`src/rtl/acc_cpu_core.sv`:
```
// -----------------------------------------------------------------------------
// acc_cpu_core
//
// Accumulator CPU that sits directly upstream of a 4096x16 program/data RAM.
// Instruction format: opcode[15:12] | operand[11:0].
//
// Each instruction is fetched in one cycle (FETCH) and executed in the next
// (EXEC). I/O instructions then wait in IN_WAIT / OUT_WAIT for their valid/ready
// handshake. HALT is terminal until reset.
//
// Opcodes:
//   0 NOP, 1 LD, 2 ADD, 3 ST, 4 SUB, E HALT,
//   F with operand IO_IN_CODE  -> INPUT  (ACC <= in_data)
//   F with operand IO_OUT_CODE -> OUTPUT (out_data <= ACC)
//   5 JMP, 6 JZ, 7 JN          -> only when CPU_JUMP_EN is defined, else NOP
//
// Build option:
//   CPU_JUMP_EN  define to enable the branch opcodes 5/6/7.
//
// Ports:
//   clk        in   1   single clock, rising edge
//   rst        in   1   synchronous, active-high reset
//   mem_addr   out  12  RAM address (PC in FETCH, IR[11:0] otherwise)
//   mem_load   out  1   RAM write enable (EXEC of ST only)
//   mem_d      out  16  RAM write data (always ACC)
//   mem_q      in   16  RAM read data, same-cycle combinational read
//   in_data    in   16  input word
//   in_valid   in   1   input word available
//   in_ready   out  1   core accepts in_data this cycle
//   out_data   out  16  output word (registered)
//   out_valid  out  1   out_data valid, held until accepted
//   out_ready  in   1   consumer accepts out_data
//   halted     out  1   core is in HALT (registered)
// -----------------------------------------------------------------------------
module acc_cpu_core #(
    parameter logic [11:0] RESET_PC    = 12'h000,
    parameter logic [11:0] IO_IN_CODE  = 12'h001,
    parameter logic [11:0] IO_OUT_CODE = 12'h002
) (
    input  logic        clk,
    input  logic        rst,
    output logic [11:0] mem_addr,
    output logic        mem_load,
    output logic [15:0] mem_d,
    input  logic [15:0] mem_q,
    input  logic [15:0] in_data,
    input  logic        in_valid,
    output logic        in_ready,
    output logic [15:0] out_data,
    output logic        out_valid,
    input  logic        out_ready,
    output logic        halted
);

    // -------------------------------------------------------------------------
    // Opcode encoding
    // -------------------------------------------------------------------------
    localparam logic [3:0] OP_NOP  = 4'h0;
    localparam logic [3:0] OP_LD   = 4'h1;
    localparam logic [3:0] OP_ADD  = 4'h2;
    localparam logic [3:0] OP_ST   = 4'h3;
    localparam logic [3:0] OP_SUB  = 4'h4;
    localparam logic [3:0] OP_HALT = 4'hE;
    localparam logic [3:0] OP_IO   = 4'hF;
`ifdef CPU_JUMP_EN
    localparam logic [3:0] OP_JMP  = 4'h5;
    localparam logic [3:0] OP_JZ   = 4'h6;
    localparam logic [3:0] OP_JN   = 4'h7;
`endif

    typedef enum logic [2:0] {
        ST_FETCH    = 3'd0,
        ST_EXEC     = 3'd1,
        ST_IN_WAIT  = 3'd2,
        ST_OUT_WAIT = 3'd3,
        ST_HALT     = 3'd4
    } state_t;

    // -------------------------------------------------------------------------
    // Architectural state
    // -------------------------------------------------------------------------
    state_t      state_reg;
    logic [11:0] pc_reg;
    logic [15:0] acc_reg;
    logic [15:0] ir_reg;
    logic [15:0] out_data_reg;
    logic        out_valid_reg;
    logic        halted_reg;

    logic [3:0]  opcode;
    logic [11:0] operand;

    assign opcode  = ir_reg[15:12];
    assign operand = ir_reg[11:0];

    // -------------------------------------------------------------------------
    // Combinational outputs
    // -------------------------------------------------------------------------
    // The RAM is addressed by the PC only while fetching; every other state
    // (including the wait states and HALT) points at the instruction operand.
    assign mem_addr = (state_reg == ST_FETCH) ? pc_reg : operand;

    // The write strobe and input-ready are gated by rst so nothing leaks to
    // the RAM or the producer during the reset cycle itself.
    assign mem_load = !rst && (state_reg == ST_EXEC) && (opcode == OP_ST);
    assign mem_d    = acc_reg;
    assign in_ready = !rst && (state_reg == ST_IN_WAIT);

    assign out_data  = out_data_reg;
    assign out_valid = out_valid_reg;
    assign halted    = halted_reg;

    // -------------------------------------------------------------------------
    // Control FSM and datapath registers
    // -------------------------------------------------------------------------
    always_ff @(posedge clk) begin
        if (rst) begin
            state_reg     <= ST_FETCH;
            pc_reg        <= RESET_PC;
            acc_reg       <= 16'h0000;
            ir_reg        <= 16'h0000;
            out_data_reg  <= 16'h0000;
            out_valid_reg <= 1'b0;
            halted_reg    <= 1'b0;
        end else begin
            case (state_reg)
                ST_FETCH: begin
                    // 12-bit PC wraps naturally from FFF to 000.
                    ir_reg    <= mem_q;
                    pc_reg    <= pc_reg + 12'd1;
                    state_reg <= ST_EXEC;
                end

                ST_EXEC: begin
                    // Default: straight back to FETCH; the cases below only
                    // override the destination for HALT and I/O.
                    state_reg <= ST_FETCH;
                    case (opcode)
                        OP_NOP: ;
                        OP_LD:  acc_reg <= mem_q;
                        OP_ADD: acc_reg <= acc_reg + mem_q;
                        OP_SUB: acc_reg <= acc_reg - mem_q;
                        OP_ST:  ;  // write is the combinational mem_load strobe
                        OP_HALT: begin
                            state_reg  <= ST_HALT;
                            halted_reg <= 1'b1;
                        end
                        OP_IO: begin
                            if (operand == IO_IN_CODE) begin
                                state_reg <= ST_IN_WAIT;
                            end else if (operand == IO_OUT_CODE) begin
                                out_data_reg  <= acc_reg;
                                out_valid_reg <= 1'b1;
                                state_reg     <= ST_OUT_WAIT;
                            end
                            // Unknown I/O selector behaves as NOP.
                        end
`ifdef CPU_JUMP_EN
                        // Branches overwrite the PC+1 already taken in FETCH.
                        OP_JMP: pc_reg <= operand;
                        OP_JZ: begin
                            if (acc_reg == 16'h0000) begin
                                pc_reg <= operand;
                            end
                        end
                        OP_JN: begin
                            if (acc_reg[15]) begin
                                pc_reg <= operand;
                            end
                        end
`endif
                        default: ;
                    endcase
                end

                ST_IN_WAIT: begin
                    // in_ready is high for the whole of this state.
                    if (in_valid) begin
                        acc_reg   <= in_data;
                        state_reg <= ST_FETCH;
                    end
                end

                ST_OUT_WAIT: begin
                    // out_data/out_valid stay frozen until the consumer takes
                    // the word; even an already-high out_ready costs this cycle.
                    if (out_valid_reg && out_ready) begin
                        out_valid_reg <= 1'b0;
                        state_reg     <= ST_FETCH;
                    end
                end

                ST_HALT: begin
                    state_reg <= ST_HALT;
                end

                default: begin
                    state_reg <= ST_FETCH;
                end
            endcase
        end
    end

endmodule
```
`config.mk`:
```
export PLATFORM = sky130hd
export DESIGN_NAME = acc_cpu_core
export DESIGN_NICKNAME = d
export VERILOG_FILES = /design/src/rtl/acc_cpu_core.sv
export SDC_FILE = /design/constraint.sdc
export NUM_CORES = 1
export LEC_CHECK = 0
export BUFFER_PORTS_ARGS = -buffer_cell sky130_fd_sc_hd__buf_2
export CORE_MARGIN = 8
export CORE_UTILIZATION = 55
export CTS_CLUSTER_SIZE = 8
export DETAILED_ROUTE_END_ITERATION = 8
export HOLD_SLACK_MARGIN = 0.05
export PLACE_DENSITY = 0.88
export SLEW_MARGIN = 20
export SYNTH_ARGS = -nofsm -noshare
export SYNTH_HDL_FRONTEND = slang
export SYNTH_SLANG_ARGS = --single-unit
```
`constraint.sdc`:
```
create_clock -name clk -period 4.7 [get_ports clk]
set_clock_uncertainty 0.05 [all_clocks]
set_input_delay 0.47 -clock clk [delete_from_list [all_inputs] [get_ports clk]]
set_output_delay 0.47 -clock clk [all_outputs]
set_load 0.01 [all_outputs]
```
==> flow_metrics.tcl <==
set metrics [dict create \
    worstSetupStartpointType "primary input" \
    holdWs_ns 0.3406 \
    cts_tree "done" \
    die_height_um 101.7 \
    syn_avg_cell_area_um2 7.547 \
    cts_sinks 65 \
    path_clk_slew_ns 0.08 \
    slew_violations 0 \
    fillers 622 \
    grt_util_all_layers_pct 23.95 \
    grt_pass1_vias 4062 \
    yosysMostFrequentCell "nand2_1" \
    cts_inserted_buffers 9 \
    reg2reg_depth 11 \
    initial_utilization_pct 56.27 \
    synth_commonest_cells "122 x nand2_1, 69 x a21oi_1, 65 x dfxtp_1, 43 x nor2_1" \
    clock_path_buffers 2 \
    ctsResizeCount 0 \
    pwr_density_cell_nw_per_um2 315.5 \
    clkPwrFrac_pct 37.2 \
    io_pins 84 \
    cp_data_arrival_time_ns 3.57 \
    ant_nets 0 \
    busiest_layer "met2" \
    status "complete, no violations" \
    fin_setup_tns_ns 0 \
    htreeDepth 3 \
    hp-class "in2reg" \
    dpl.hpwl_um 9093 \
    ys_ff_latch 65 \
    synth_edf_count 0 \
    grt_overflow 0 \
    p_leak_nw 2.071 \
    io_buffer_count 83 \
    coreArea_um2 7176 \
    power.internal_mw 1.004 \
    vdd_drop_max_mv 0.2286 \
    critPathTopFamily "simple AND/OR/NAND/NOR gates" \
    power_frac_seq_pct 40.7 \
    grtUsageMet1_pct 28.59 \
    cp_cell_sequence "buf_2 -> or4_1 -> or3_1 -> nor2_1 -> a21oi_1 -> xnor2_1 -> ha_1 -> a21o_1 -> o32ai_1 -> a21oi_1 -> o2111ai_1 -> a21oi_1 -> or3_1" \
    critPathMostFrequentCell "a21oi_1" \
    max-slew-margin-rel_pct 49.14 \
    cap_violations 0 \
    dieWidth_um 101.7 \
    antenna-diode-count 0 \
    wl_um 12240 \
    worst-path-buf-inv 1 \
    rrSetupSlack_ns 1.39 \
    grt_max_degree 63 \
    synth_area_um2 4038 \
    combPwrFrac_pct 22.1 \
    crit_required_ns 4.89 \
    cpPeakStageDelay_ns 0.55 \
    met3_usage_pct 5.567 \
    multiInputGateArea_um2 2526 \
    dr_total_vias 4212 \
    ys_top_cells_by_area "dfxtp_1 32%, nand2_1 11%, a21oi_1 8.6%, ha_1 5.3%, xor2_1 4.3%" \
    detail_route.wl_per_cell_um 17.29 \
    setup_viol 0 \
    crit_type "in2reg" \
    period_needed_ns 3.383 \
    crit_path_end_kind "register" \
    synth_top_area_cell "dfxtp_1" \
    syn2layout_area_growth_pct 15.74 \
    syn_nets 589 \
    hold_viol 0 \
    cts_hold_buf 0 \
    post_cts_buffers 0 \
    grtUsageMet2_pct 40.44 \
    fmax_ghz 0.2956 \
    hold-path-endpoint "mem_d[2]" \
    switching_share_pct 31.88 \
    num_rows 31 \
    async_flop_share_pct 0 \
    dieArea_um2 10340 \
    worstHoldStart "in_data[2]" \
    syn-instance-count 535 \
    seq_area_um2 1301 \
    seq_area_frac_synth_pct 32.23 \
    rsz0062_at_grt "no" \
    worst_path_max_delay_cell "or4_1" \
    yosys.cell_types.count 63 \
    drtIter0Drc 262 \
    ys.flop_type "dfxtp_1" \
    clk_latency_ns 0.36 \
    p_switching_mw 0.4700 \
    cts_root_buffer "clkbuf_8" \
    r2r_end "mem_d[13]" \
    antenna_found_initial 0 \
    drive_gt1_share_pct 19.05 \
    r2r_start "ir_reg[14]" \
    place.gp.congestion 0.9182 \
    drtPass1Iterations 5 \
    finalCritPeriodShare_pct 71.98 \
    drc 0 \
    synth_top_area_share_pct 32.23 \
    tightest_slew_ns 0.7629 \
    cp_max_fo 8 \
    nets 658 \
    ys.warnings.count 0 \
    via_per_inst 5.949 \
    hold_depth 3 \
    grt_pass1_wl_um 19640 \
]
[worst max path at each step]
| stage | start | to | slack [ns] | depth (start not counted) |
|---|---|---|---|---|
| after floorplan | mem_q[2] | mem_d[14] | 1.17 | 14 |
| after global placement | mem_q[2] | mem_d[14] | 1.08 | 13 |
| after detailed placement | mem_q[2] | mem_d[14] | 1.01 | 13 |
| after CTS | mem_q[2] | mem_d[14] | 1.38 | 13 |
| after global routing | ir_reg[14] | mem_d[13] | 1.15 | 11 |
| final | mem_q[2] | mem_d[14] | 1.32 | 13 |
[cell usage in the layout, fill, tap and decap left out, types with 7 or more instances in the layout]
cell	n
dfxtp_1	65
nor2_1	42
ha_1	17
o21ai_0	18
nand3_1	9
a21o_1	7
buf_2	83
nand2_1	122
o211ai_1	8
a21oi_1	69
clkbuf_8	9
nor3_1	10
or3_1	7
xnor2_1	15
xor2_1	20
inv_1	12
[stage by stage]
step	cells	total power, mW	setup slack, ns	area (um^2)	util, %
finish	708	1.474	1.317	4673	65.13
global route	708	1.540	1.152	4673	65.13
CTS	708	1.473	1.379	4671	65.09
detailed placement	692	0.9310	1.009	4443	61.92
global placement	692	0.9243	1.078	4443	61.92
floorplan	535	0.8342	1.174	4038	-
[per-layer routing]
layer	up-vias	share of wire, %
li1	2027	-
met1	1967	41
met2	195	47
met3	23	9.1
met4	0	2.2
met5	-	0
[worst register-to-register path, delay by kind of cell, from the launching register on]
kind	cells	cell delay, ns
adder cells (fa/ha/maj)	1	0.35
flip-flops	1	0.44
AO/OA/AOI/OAI	6	1.76
AND/OR/NAND/NOR	2	0.30
buffers and inverters	1	0.21
XOR/XNOR	1	0.14
[power by group through the flow]
stage	logic [mW]	registers (mW)	clock network, mW
floorplan	0.226	0.608	0
CTS	0.321	0.599	0.552
detailed placement	0.319	0.612	0
global placement	0.313	0.611	0
global route	0.359	0.603	0.577
finish	0.325	0.600	0.549
[logic make-up (layout without fill, tap and decap cells)]
family,after synthesis,count (layout),synth area share (%)
and+or+nand+nor,228,228,25.69
adders and majority gates,18,18,5.764
AOI/OAI and AO/OA,144,144,22.59
muxes,3,3,0.7438
xor gates and xnor gates,35,35,7.592
DFF,65,65,32.23
buffers and inverters,42,116,5.392
[area by class of cell]
type	count	area share, %
multi-input combinational	428	54.06
clock inverter	7	2.222
clock buffer	9	2.651
inverter	13	1.044
tap	99	2.651
sequential	65	27.84
timing repair buffer	87	9.531
Note: power is estimated with default switching activity, not from simulation.
